**src/rtl/accumulator_pkg.sv**
```systemverilog
// Shared definitions for the accumulator drain path: width codes, drain FSM
// states, the skid-FIFO entry layout and the saturation ceiling per width.
package accumulator_pkg;

  localparam logic [1:0] BW_2 = 2'd0;
  localparam logic [1:0] BW_4 = 2'd1;
  localparam logic [1:0] BW_8 = 2'd2;

  localparam int OUT_WIDTH = 8;

  typedef enum logic [1:0] {
    S_IDLE  = 2'd0,
    S_ISSUE = 2'd1,
    S_FLUSH = 2'd2
  } drain_state_t;

  typedef struct packed {
    logic                 last;
    logic [OUT_WIDTH-1:0] data;
  } drain_entry_t;

  // Largest unsigned activation representable at the given width; code 3 folds onto 2b.
  function automatic logic [OUT_WIDTH-1:0] sat_max(input logic [1:0] bw);
    case (bw)
      BW_4:    sat_max = 8'd15;
      BW_8:    sat_max = 8'd255;
      default: sat_max = 8'd3;
    endcase
  endfunction

endpackage

```
**src/rtl/accumulator_drain_fifo.sv**
```systemverilog
// Small power-of-two synchronous FIFO holding requantized activations and
// their end-of-tile flag between the back-buffer read and the output port.
module drain_fifo
  import accumulator_pkg::*;
#(
  parameter int DEPTH = 2
) (
  input  logic                   clk,
  input  logic                   reset_n,
  input  logic                   push,
  input  drain_entry_t           push_entry,
  input  logic                   pop,
  output drain_entry_t           head,
  output logic                   full,
  output logic                   empty,
  output logic [$clog2(DEPTH):0] count
);

  localparam int PW = $clog2(DEPTH);

  drain_entry_t   mem [DEPTH];
  logic [PW-1:0]  wr_ptr;
  logic [PW-1:0]  rd_ptr;
  logic           do_push;
  logic           do_pop;

  assign empty   = (count == '0);
  assign full    = (count == (PW+1)'(DEPTH));
  assign do_pop  = pop && !empty;
  // A push into a full FIFO is accepted only when the head leaves in the same cycle.
  assign do_push = push && (!full || do_pop);

  // NOTE: the storage array has no reset; only pointers and count do, and the
  // head is forced to zero while empty so stale contents are never visible.
  always_ff @(posedge clk) begin
    if (do_push) mem[wr_ptr] <= push_entry;
  end

  always_ff @(posedge clk) begin
    if (!reset_n) begin
      wr_ptr <= '0;
      rd_ptr <= '0;
      count  <= '0;
    end else begin
      wr_ptr <= wr_ptr + PW'(do_push);
      rd_ptr <= rd_ptr + PW'(do_pop);
      count  <= count + (PW+1)'(do_push) - (PW+1)'(do_pop);
    end
  end

  assign head = empty ? '0 : mem[rd_ptr];

endmodule

```
**src/rtl/accumulator_drain.sv**
```systemverilog
// Drains one tile from the accumulator back buffer: sequential reads, ReLU +
// shift + saturate to the latched activation width, credit-limited streaming.
module accumulator_drain
  import accumulator_pkg::*;
#(
  parameter int BUFFER_WIDTH           = 8,
  parameter int SMALLEST_ELEMENT_WIDTH = 4,
  parameter int FIFO_DEPTH             = 2
) (
  input  logic                                clk,
  input  logic                                reset_n,
  input  logic                                start,
  input  logic [1:0]                          bitwidth,
  input  logic [3:0]                          shift,
  output logic [$clog2(BUFFER_WIDTH)-1:0]     back_buffer_bank_entry,
  output logic                                back_buffer_read_enable,
  input  logic [SMALLEST_ELEMENT_WIDTH*4-1:0] back_buffer_data_read,
  output logic [OUT_WIDTH-1:0]                out_data,
  output logic                                out_valid,
  input  logic                                out_ready,
  output logic                                out_last,
  output logic                                busy,
  output logic                                done
);

  localparam int AW = $clog2(BUFFER_WIDTH);
  localparam int DW = SMALLEST_ELEMENT_WIDTH * 4;
  localparam int CW = $clog2(FIFO_DEPTH) + 1;
  localparam logic [AW-1:0] LAST_ENTRY = AW'(BUFFER_WIDTH - 1);

  drain_state_t  state;
  drain_state_t  state_next;
  logic [AW-1:0] addr;
  logic [1:0]    bw_q;
  logic [3:0]    shift_q;
  logic          in_flight;
  logic          in_flight_last;

  drain_entry_t  push_entry;
  drain_entry_t  fifo_head;
  logic          fifo_full;
  logic          fifo_empty;
  logic [CW-1:0] fifo_count;
  logic          pop;
  logic [CW:0]   credit_used;
  logic          credit_ok;

  // Negative sums clamp to zero, so the shift only ever sees non-negative values
  // and a logical shift matches the arithmetic one.
  function automatic logic [OUT_WIDTH-1:0] requantize(
    input logic [DW-1:0] x,
    input logic [3:0]    sh,
    input logic [1:0]    bw
  );
    logic [DW-1:0]        r;
    logic [OUT_WIDTH-1:0] m;
    m = sat_max(bw);
    r = x[DW-1] ? '0 : (x >> sh);
    requantize = (r > DW'(m)) ? m : r[OUT_WIDTH-1:0];
  endfunction

  assign out_valid = !fifo_empty;
  assign out_data  = fifo_head.data;
  assign out_last  = fifo_head.last;
  assign pop       = out_valid && out_ready;

  // A pop this cycle frees its slot before the new read can land, which keeps
  // one element per cycle flowing with only two FIFO entries.
  assign credit_used = (CW+1)'(fifo_count) + (CW+1)'(in_flight) - (CW+1)'(pop);
  assign credit_ok   = (credit_used < (CW+1)'(FIFO_DEPTH)) && !(fifo_full && !pop);

  // NOTE: every output of this block gets a default first so no path leaves a
  // signal unassigned and no latch is inferred.
  always_comb begin
    state_next              = state;
    back_buffer_read_enable = 1'b0;
    done                    = 1'b0;
    case (state)
      S_IDLE: begin
        if (start) state_next = S_ISSUE;
      end
      S_ISSUE: begin
        if (credit_ok) begin
          back_buffer_read_enable = 1'b1;
          if (addr == LAST_ENTRY) state_next = S_FLUSH;
        end
      end
      S_FLUSH: begin
        if (fifo_empty && !in_flight) begin
          done       = 1'b1;
          state_next = S_IDLE;
        end
      end
      default: state_next = S_IDLE;
    endcase
  end

  assign back_buffer_bank_entry = addr;
  assign busy                   = (state != S_IDLE) && !done;

  // NOTE: all state here uses non-blocking assignments so every register
  // samples pre-edge values regardless of statement order.
  always_ff @(posedge clk) begin
    if (!reset_n) begin
      state          <= S_IDLE;
      addr           <= '0;
      bw_q           <= BW_2;
      shift_q        <= '0;
      in_flight      <= 1'b0;
      in_flight_last <= 1'b0;
    end else begin
      state          <= state_next;
      in_flight      <= back_buffer_read_enable;
      in_flight_last <= back_buffer_read_enable && (addr == LAST_ENTRY);
      if (state == S_IDLE && start) begin
        addr    <= '0;
        bw_q    <= bitwidth;
        shift_q <= shift;
      end else if (back_buffer_read_enable) begin
        addr <= addr + 1'b1;
      end
    end
  end

  always_comb begin
    push_entry.last = in_flight_last;
    push_entry.data = requantize(back_buffer_data_read, shift_q, bw_q);
  end

  drain_fifo #(
    .DEPTH(FIFO_DEPTH)
  ) u_fifo (
    .clk       (clk),
    .reset_n   (reset_n),
    .push      (in_flight),
    .push_entry(push_entry),
    .pop       (pop),
    .head      (fifo_head),
    .full      (fifo_full),
    .empty     (fifo_empty),
    .count     (fifo_count)
  );

endmodule

```
**config.mk**
```make
export PLATFORM = sky130hd
export DESIGN_NAME = accumulator_drain
export DESIGN_NICKNAME = d
export VERILOG_FILES = /design/src/rtl/accumulator_pkg.sv /design/src/rtl/accumulator_drain_fifo.sv /design/src/rtl/accumulator_drain.sv
export SDC_FILE = /design/constraint.sdc
export NUM_CORES = 1
export LEC_CHECK = 0
export BUFFER_PORTS_ARGS = -buffer_cell sky130_fd_sc_hd__buf_2
export CAP_MARGIN = 25
export CORE_ASPECT_RATIO = 0.9
export CORE_MARGIN = 5
export CORE_UTILIZATION = 57
export DETAILED_ROUTE_END_ITERATION = 10
export PLACE_DENSITY_LB_ADDON = 0.12
export SLEW_MARGIN = 10
export SYNTH_ARGS = -nofsm -noshare
export SYNTH_HDL_FRONTEND = slang
export SYNTH_HIERARCHICAL = 1
export SYNTH_SLANG_ARGS = --single-unit
```
**constraint.sdc**
```tcl
create_clock -name clk -period 4.25 [get_ports clk]
set_input_delay 0.85 -clock clk [delete_from_list [all_inputs] [get_ports clk]]
set_output_delay 0.85 -clock clk [all_outputs]
set_load 0.01 [all_outputs]
```
# == After elaboration in Yosys (flattened, before gate mapping) ==
# Memories as Yosys holds them, arrays and structs flattened. A register that Yosys moved wholly into a read port is not among the register bits.
# Cells that the tools add are included.
# word_totals
ff_bits,17
n_memories,1
wordCells,68
input_bits,26
ramBits,18
# memory_table
name,words,word_bits,rd,rd_ports_with_merged_regs,write_ports,line,text
u_fifo.mem,2,9,1,1,1,accumulator_drain_fifo.sv:21,drain_entry_t mem [DEPTH];
# classes
order_cmp,2
n_reduce_logical,21
bitwise,1
n_eq_ne,10
mux,16
n_shift,1
n_addsub,7
# ops
op,count
$gt 16x8->1,1
$mux 16,1
$pmux 8 s2,1
$shr 16x4->16,1
$logic_and 1x1->1,9
$mux 9,1
$mux 2,4
$mux 8,1
$ne 2x2->1 const B,4
$mux 1,7
$eq 2x2->1 const B,3
$logic_not 1->1,6
$pmux 2 s3,1
$eq 2x1->1 const B,2
$logic_not 2->1,2
$reduce_and 4->1,1
$add 2x1->3,1
$add 3x1->3 const B,1
$eq 3x3->1 const B,1
$lt 3x2->1 const B,1
$sub 3x1->3,1
$add 1x1->1,2
$add 2x1->2,1
$reduce_bool 2->1,1
4 further kinds,4

# == Longest topological paths before layout ==
# Gate-level depths: netlist of the first run.
# logic_depth
word_depth,10
depth_mapped,15
ltp_nobuf,12

# == Cells and area by module ==
# The synthesis of the first run kept the hierarchy.
# modules_own_cells
module,seq_area_each_um2,area_each_um2,cells_per_inst,n_inst
accumulator_drain,260.2,1699.1,189,1
drain_fifo,640.6,935.9,66,1

# == Least setup slack after synthesis of the first run ==
# Ideal clock, no wire load.
# synth_timing
kind,input -> register
start,input port back_buffer_data_read[15]
end,memory u_fifo/mem[0][2] (netlist name) (data pin)
slack_ps,871
required_ps,3988
arrival_ps,3117
stages,10
path_buffers,1
path_cell_list,buf_2 mux4_2 o21ai_1 o32ai_1 ha_1 a21o_1 a21o_1 a211oi_2 o22ai_4 mux2_4
# synth_rtl
element,line,text
from (decl),accumulator_drain.sv:17,"input logic [SMALLEST_ELEMENT_WIDTH*4-1:0] back_buffer_data_read,"
to (decl),accumulator_drain_fifo.sv:21,

==> flow_metrics.tcl, run 1 <==
set metrics [dict create \
    grt_overflow 0 \
    path_cells "mux2_2 -> nor2_1 -> a211o_1 -> a211oi_1 -> ha_1 -> nand4_1 -> nor2_1 -> a211oi_2 -> o22ai_4 -> mux2_4" \
    synth-main-ff-cell "edfxtp_1" \
    clock_skew_ns 0.00749 \
    max-slew-margin-rel_pct 38.1 \
    grt_pass1_wl_mm 8.58 \
    async_reset_ff_share_pct 0 \
    place_congestion 0.848 \
    drcViolationCount 0 \
    fin_ws_ns 0.586 \
    hpwlAfterDp_mm 3.93 \
    initial_core_util_pct 59.1 \
    cts_sinks 36 \
    post_cts_buffers 0 \
    vias_per_cell 5.51 \
    multiInputGateArea_um2 1590 \
    avgSynthCellArea_um2 10.3 \
    drive_gt1_share_pct 25.7 \
    cts_tree "built" \
    cpMostUsedCell "nor2_1" \
    ios 42 \
    vias 1971 \
    io_buffers 41 \
    power.total_w 0.000899 \
    n_fill_cell 375 \
    ir_drop_uv 188 \
    cts_resized 0 \
    cts_buffers 5 \
    ant_nets 0 \
    synth_seq_area_share_pct 34.2 \
    dpl_worst_slack_ns 0.597 \
    fin_crit_ns 3.66 \
    final_nets 335 \
    dr.pass1.iters 4 \
    maxCapViolations 0 \
    clock_latency_ns 0.28 \
    critPathCaptureType "flip-flop" \
    cts.reportedPaths.clkPinSlew_ns 0.07 \
    worstPathMaxFanout 22 \
    drtIter0Drc 85 \
    htree_num_levels 2 \
    synth_edf_count 18 \
    syn_inst 255 \
    synth-seq-cells 36 \
    syn_to_final_growth_pct 11.7 \
    wirelength_mm 5.09 \
    rsz0062_at_grt "no" \
    cp_slowest_cell "dfxtp_1" \
    p_leak_nw 1.23 \
    powerDensity_nw_per_um2 306 \
    hold_viol_final 0 \
    startpoint_type "flip-flop" \
    cts_root_buffer "clkbuf_8" \
    synth_cell_types 58 \
    clock_path_buffers 2 \
    hp-class "flip-flop to flip-flop" \
    rows 23 \
    cp.arrival_ns 3.69 \
    grt_max_degree 24 \
    outcome "finished, final reports clean" \
    worstSetupPathType "flip-flop to flip-flop" \
    coreArea_um2 4460 \
    antenna_found_initial 0 \
    dieWidth_um 81.7 \
    dieHeight_um 74.5 \
    fmax_mhz 273 \
    regArea_um2 901 \
    fin_util_pct 66.0 \
    track_usage_pct 18.6 \
    critPathMaxStageDelay_ns 0.93 \
    critPathRequiredTime_ns 4.28 \
    slew_violations 0 \
    grt_pass1_vias 1841 \
    diodes 0 \
    setup_viol 0 \
    fin_crit_sh_pct 86.2 \
    netlist_area_um2 2640 \
    wire_per_inst_um 14.2 \
    worstMarginPinSlew_ns 0.927 \
    dieArea_um2 6080 \
    fin_tns_setup_ns 0 \
    ctsHoldBuffers 0 \
    synth_nets 295 \
    yosysWarnings 6 \
]
## kinds of logic (layout without fill, tap and decap cells)
group	count (synthesis)	in the layout	share of synthesized area, %
DFF	36	36	34.2
buffers and inverters	26	67	5.46
adders and majority gates	14	14	6.93
and+or+nand+nor	82	82	16.5
xor gates and xnor gates	3	3	0.997
AOI/OAI and AO/OA	45	45	13.7
muxes	49	49	22.2
## area by class of cell
cell class	instances	area share, %
clock buffer	6	2.46
clock inverter	2	0.382
inverter	13	1.66
sequential	36	30.6
multi-input combinational	193	54.0
tap	62	2.63
timing repair buffer	46	8.24
## critical path: cells and delay by family (launching register included)
family	cells	cell delay [ns]
and+or+nand+nor	3	0.22
adders and majority gates	1	0.34
AOI/OAI and AO/OA	4	1.24
DFF	1	0.93
muxes	2	0.68
## layer usage
layer	share of wire [%]	global-route usage [%]	vias up
li1	-	-	1009
met1	46	25.3	888
met2	46	30.1	70
met3	7.5	3.87	4
met4	0.94	5.17	0
met5	0	0	-
## registers in the layout (all words and copies together), names as in the netlist, named ones only
signal,flops
u_fifo/mem,18
shift_q,4
back_buffer_bank_entry,3
bw_q,2
state,2
u_fifo/count,2
in_flight,1
in_flight_last,1
u_fifo/rd_ptr,1
u_fifo/wr_ptr,1
## synthesized netlist by cell type (3+ instances only)
| cell type | number | area [µm²] |
|---|---|---|
| a211oi_1 | 5 | 37.5 |
| a21o_1 | 3 | 22.5 |
| a21oi_1 | 8 | 40.0 |
| and2_1 | 6 | 37.5 |
| and3_1 | 4 | 25.0 |
| buf_2 | 3 | 15.0 |
| buf_6 | 3 | 33.8 |
| clkbuf_1 | 4 | 15.0 |
| dfxtp_1 | 18 | 360 |
| edfxtp_1 | 18 | 541 |
| ha_1 | 13 | 163 |
| inv_1 | 12 | 45.0 |
| mux2_1 | 3 | 33.8 |
| mux2_2 | 4 | 45.0 |
| mux2_4 | 9 | 135 |
| mux2i_1 | 30 | 300 |
| nand2_1 | 7 | 26.3 |
| nand2b_1 | 4 | 25.0 |
| nand3_1 | 3 | 15.0 |
| nand3b_1 | 4 | 30.0 |
| nor2_1 | 27 | 101 |
| nor2b_1 | 16 | 100 |
| o211ai_1 | 3 | 22.5 |
| o21ai_1 | 4 | 20.0 |
## metrics by stage
| step | hold slack [ns] | area, µm² | instances |
|---|---|---|---|
| global route | 0.465 | 2940 | 358 |
| finish | 0.447 | 2940 | 358 |
| floorplan | 0.404 | 2640 | 255 |
| CTS | 0.451 | 2940 | 358 |
| global placement | 0.437 | 2860 | 350 |
| detailed placement | 0.437 | 2860 | 350 |
## worst paths after layout
check,from,end,slack (ns),cells past startpoint
hold reg to reg,in_flight_last,u_fifo/mem[0][8],0.45,0
hold / removal,in_flight_last,u_fifo/mem[0][8],0.45,0
setup / recovery,shift_q[1],u_fifo/mem[0][3],0.59,10
setup reg to reg,shift_q[1],u_fifo/mem[0][3],0.59,10
## power breakdown
part	switching, W	internal (W)
Clock	0.000112	0.000113
Combinational	0.000134	0.000129
Sequential	0.0000225	0.000388
Total	0.000269	0.000631
## cell usage in the layout (no fill, tap or decap), types with 6 or more instances in the layout
cell type and n:
a21oi_1 8, nor2b_1 16, and2_1 6, dfxtp_1 18, ha_1 13, buf_2 41, nand2_1 7, mux2i_1 30
nor2_1 27, edfxtp_1 18, inv_1 12, mux2_4 9
Power figures use the tool's default switching activity.
==> inputs of run 2 (changes only) <==
Settings changed: PLACE_DENSITY set to 0.8, PLACE_DENSITY_LB_ADDON 0.12 to unset.
==> flow_metrics.tcl, run 2 (synthesis gave the netlist of run 1 again) <==
set metrics [dict create \
    outcome "finished, final reports clean" \
    fin_crit_ns 3.73 \
    cp_slowest_cell "fa_1" \
    fmax_mhz 268 \
    diodes 0 \
    path_delay_family "simple AND/OR/NAND/NOR gates" \
    drcViolationCount 0 \
    m1WireLength_mm 2.41 \
    drtIter0Drc 108 \
    power.total_w 0.000977 \
    drive_gt1_share_pct 26.1 \
    ir_drop_uv 224 \
    wire_per_inst_um 14.9 \
    antenna_found_initial 0 \
    dieHeight_um 74.5 \
    place_area_um2 2850 \
    cts_buffers 5 \
    fin_tns_setup_ns 0 \
    ctsHoldBuffers 0 \
    htree_num_levels 2 \
    layout_commonest_cell "buf_2" \
    cts_resized 0 \
    vias_per_cell 5.66 \
    hp-class "flip-flop to flip-flop" \
    hold_ws_ns 0.469 \
    worstPathMaxFanout 7 \
    rsz0062_at_grt "no" \
    largest_reg_flops 18 \
    n_fill_cell 348 \
    clock_skew_ns 0.00443 \
    ant_nets 0 \
    dieWidth_um 81.7 \
    grt_max_degree 24 \
    critPathRequiredTime_ns 3.40 \
    syn_to_final_growth_pct 12.9 \
    grt_pass1_wl_mm 8.98 \
    intPower_w 0.000700 \
    max-slew-margin-rel_pct 43.4 \
    coreArea_um2 4460 \
    wirelength_mm 5.31 \
    fin_area_um2 2970 \
    dr.pass1.iters 4 \
    hpwlAfterDp_mm 4.01 \
    ios 42 \
    grt_pass1_vias 1976 \
    wl_met3_um 372 \
    worstSetupPathType "primary input to output pin" \
    io_buffers 41 \
    p_leak_nw 1.25 \
    cp.arrival_ns 2.88 \
    swShare_pct 28.4 \
    cts.reportedPaths.clkPinSlew_ns 0.07 \
    cts_tree "built" \
    track_usage_pct 19.2 \
    cts_root_buffer "clkbuf_8" \
    hold_viol_final 0 \
    dieArea_um2 6080 \
    critPathMaxStageDelay_ns 0.40 \
    worstMarginPinSlew_ns 0.847 \
    vias 2022 \
    rows 23 \
    wl_met2_mm 2.45 \
    place_congestion 0.843 \
    fin_ws_ns 0.524 \
    cts_sinks 36 \
    maxCapViolations 0 \
    dpl_worst_slack_ns 0.561 \
    path_cells "buf_2 -> nor2b_1 -> ha_1 -> inv_1 -> fa_1 -> xor2_1 -> o21ai_1 -> nor2_1 -> and2_1 -> buf_2" \
    clock_latency_ns 0.29 \
    comb_power_share_pct 27.2 \
    clockPowerShare_pct 30.8 \
    grt_overflow 0 \
    largest_register "u_fifo/mem" \
    critPathCaptureType "output pin" \
    p_sw_w 0.000277 \
    powerDensity_nw_per_um2 328 \
    startpoint_type "primary input" \
    routed.top_layer "met4" \
    post_cts_buffers 0 \
    initial_core_util_pct 59.1 \
    cp_num_buf_inv 3 \
    fin_crit_sh_pct 87.7 \
    setup_viol 0 \
    cpMostUsedCell "buf_2" \
    slew_violations 0 \
    final_nets 334 \
    clock_path_buffers 2 \
    p_seq_share_pct 42.0 \
    final_cell_mix "buf_2 (41), mux2i_1 (30), nor2_1 (27)" \
]
-- run 2: power groups by stage --
stage	sequential (W)	clock, W	combinational, W
after floorplan	0.000405	0	0.000211
after global placement	0.000416	0	0.000256
after detailed placement	0.000418	0	0.000264
after CTS	0.000410	0.000307	0.000266
after global routing	0.000413	0.000323	0.000295
final	0.000410	0.000301	0.000266
-- run 2: path summary, 6_finish.rpt --
check,startpoint,to,slack (ns),depth (start not counted)
setup reg to reg,shift_q[1],u_fifo/mem[0][6],0.59,11
hold / removal,in_flight_last,u_fifo/mem[1][8],0.47,0
hold reg to reg,in_flight_last,u_fifo/mem[1][8],0.47,0
setup / recovery,out_ready,back_buffer_read_enable,0.52,10
-- run 2: layout make-up --
| type | count | area, µm² | area share (%) |
|---|---|---|---|
| Timing Repair Buffer | 45 | 235 | 7.91 |
| Inverter | 13 | 48.8 | 1.64 |
| Clock buffer | 8 | 121 | 4.08 |
| Sequential cell | 36 | 901 | 30.3 |
| Tap cell | 62 | 77.6 | 2.61 |
| Multi-Input combinational cell | 193 | 1590 | 53.5 |
-- run 2: worst register-to-register path: stages (launching register included) --
cell	delay [ns]
dfxtp_1	0.88
buf_4	0.31
mux2i_1	0.10
a21oi_1	0.24
a211oi_1	0.11
a211oi_1	0.35
ha_1	0.32
a21oi_1	0.19
nor2_1	0.07
a211oi_2	0.33
o22ai_4	0.18
mux2_4	0.33
-- run 2: per-layer routing --
| layer | vias up | GRT usage, % |
|---|---|---|
| met2 | 78 | 31.0 |
| met4 | 0 | 7.38 |
| met3 | 8 | 4.96 |
| met1 | 925 | 25.0 |
| met5 | - | 0 |
| li1 | 1011 | - |
-- run 2: stage by stage --
step	std cells	util (%)
global route	357	66.7
detailed placement	349	64.0
global placement	349	64.0
floorplan	255	-
CTS	357	66.7
finish	357	66.7
==> inputs of run 3 (changes only) <==
Settings changed: CORE_UTILIZATION 57 to 52, PLACE_DENSITY 0.8 to 0.84.
Clock period 4.25 ns to 3.07 ns, I/O delays scaled along.
==> flow_metrics.tcl, run 3 (synthesis gave the netlist of run 1 again) <==
set metrics [dict create \
    outcome "complete, but fails checks" \
    violations "negative setup slack" \
    cts.reportedPaths.clkPinSlew_ns 0.07 \
    dieWidth_um 85.0 \
    drcViolationCount 0 \
    whs_path_depth 0 \
    final_cell_mix "buf_2 (41), buf_4 (38), mux2i_1 (26)" \
    critPathRequiredTime_ns 3.11 \
    critPathCaptureType "flip-flop" \
    comb_power_share_pct 35.6 \
    grt_pass1_wl_mm 9.78 \
    layout_commonest_cell "buf_2" \
    hp-class "flip-flop to flip-flop" \
    largest_register "u_fifo/mem" \
    ant_nets 0 \
    diodes 0 \
    wire_per_inst_um 16.5 \
    drive_gt1_share_pct 40.6 \
    slew_violations 0 \
    fin_crit_sh_pct 100 \
    dieArea_um2 6590 \
    fin_ws_ns -0.000458 \
    vias 2194 \
    min_from "in_flight_last" \
    syn_to_final_growth_pct 26.9 \
    critPathMaxStageDelay_ns 0.37 \
    cp.depth 12 \
    cts_root_buffer "clkbuf_8" \
    path_cells "buf_8 -> buf_4 -> buf_4 -> o211ai_1 -> o21ai_2 -> o32ai_2 -> ha_1 -> a21o_1 -> a21o_1 -> a211oi_4 -> o22ai_4 -> mux2_4" \
    final_nets 369 \
    r2r_slack_ns -0.0005 \
    drtIter0Drc 119 \
    wirelength_mm 6.52 \
    cts_buffers 5 \
    grt_max_degree 19 \
    hold_viol_final 0 \
    cp-startpoint "shift_q[1]" \
    p_leak_nw 1.45 \
    setup_viol 4 \
    powerDensity_nw_per_um2 419 \
    path_delay_family "compound AO/OA/AOI/OAI gates" \
    worstReg2RegStart "shift_q[1]" \
    ir_drop_uv 238 \
    worstPathMaxFanout 7 \
    cts_sinks 36 \
    cp_num_buf_inv 3 \
    grt_overflow 0 \
    ctsHoldBuffers 0 \
    htree_num_levels 2 \
    cp-endpoint "u_fifo/mem[1][2]" \
    intPower_w 0.000970 \
    dr.pass1.iters 4 \
    ios 42 \
    clock_path_buffers 2 \
    p_sw_w 0.000431 \
    hpwlAfterDp_mm 4.68 \
    fin_area_um2 3340 \
    ff2ff_path_depth 12 \
    cp_slowest_cell "dfxtp_4" \
    reg2reg_to "u_fifo/mem[1][2]" \
    place_area_um2 3070 \
    fmax_mhz 326 \
    track_usage_pct 18.4 \
    place_congestion 0.912 \
    dieHeight_um 77.5 \
    clockPowerShare_pct 24.5 \
    initial_core_util_pct 54.2 \
    antenna_found_initial 0 \
    worstSetupPathType "flip-flop to flip-flop" \
    coreArea_um2 4860 \
    cts_tree "built" \
    vias_per_cell 5.55 \
    worstMarginPinSlew_ns 0.521 \
    clock_skew_ns 0.00716 \
    cp.arrival_ns 3.11 \
    max-slew-margin-rel_pct 65.2 \
    p_seq_share_pct 39.9 \
    largest_reg_flops 18 \
    fin_crit_ns 3.07 \
    startpoint_type "flip-flop" \
    rows 24 \
    swShare_pct 30.8 \
    grt_pass1_vias 2110 \
    power.total_w 0.00140 \
    clock_latency_ns 0.29 \
    maxCapViolations 0 \
    io_buffers 41 \
]
==> run 3: cell count changes in the layout (fill, tap and decap cells not counted), moves of 3 or more <==
cell	delta
dfxtp_1	-5
a211oi_2	+3
dfxtp_2	+4
mux2_4	+4
a211oi_1	-4
mux2i_2	+4
mux2i_1	-4
buf_4	+34
==> run 3: metal layers <==
layer	global-route usage (%)	share of wire, %	vias up
met3	4.45	4.8	14
met5	0	0	-
met4	7.28	2.1	0
met1	23.2	42	1029
li1	-	-	1078
met2	30.2	51	73
==> run 3: worst register-to-register path, cell delays in order, from the launching register on <==
cell      delay (ns)
dfxtp_4         0.37
buf_8           0.14
buf_4           0.15
buf_4           0.13
o211ai_1        0.21
o21ai_2         0.09
o32ai_2         0.24
ha_1            0.32
a21o_1          0.21
a21o_1          0.20
a211oi_4        0.28
o22ai_4         0.17
mux2_4          0.33
==> run 3: how the worst min path moves through the flow <==
stage | end | slack, ns
floorplan | u_fifo/mem[0][8] | 0.40
global placement | u_fifo/mem[0][8] | 0.44
detailed placement | u_fifo/mem[0][8] | 0.45
CTS | u_fifo/mem[0][8] | 0.46
global route | u_fifo/mem[1][8] | 0.49
finish | u_fifo/mem[1][8] | 0.47
==> run 3: per-stage QoR <==
stage,instances,utilization (%),setup TNS (ns),setup WS (ns),hold slack [ns]
2_1_floorplan,255,-,-0.0435,-0.00435,0.404
3_3_place_gp,379,63.1,-1.35,-0.119,0.444
3_5_place_dp,379,63.1,-2.53,-0.204,0.447
4_1_cts,387,65.3,0,0.0114,0.464
5_1_grt,395,68.8,-1.23,-0.106,0.493
6_report,395,68.8,-0.00146,-0.000458,0.466
==> run 3: what timing repair did <==
action / in CTS / in global routing
pin swaps: 0 / 10
gates resized for setup: 4 / 30
setup endpoints to repair: 14 / 15
buffers inserted: 0 / 8
==> run 3: layout make-up <==
type	count	area, µm²
clock buffer	7	86.3
clock inverter	1	6.26
fill	368	1520
inverter	13	48.8
multi-input combinational	193	1710
sequential	36	910
tap	65	81.3
timing repair buffer	80	505
==> run 3: power by group through the flow <==
| stage | clock (W) | sequential, W | combinational, W |
|---|---|---|---|
| 4_1_cts | 0.000354 | 0.000558 | 0.000434 |
| 2_1_floorplan | 0 | 0.000560 | 0.000295 |
| 3_3_place_gp | 0 | 0.000566 | 0.000411 |
| 6_report | 0.000344 | 0.000559 | 0.000498 |
| 5_1_grt | 0.000374 | 0.000561 | 0.000541 |
| 3_5_place_dp | 0 | 0.000568 | 0.000429 |
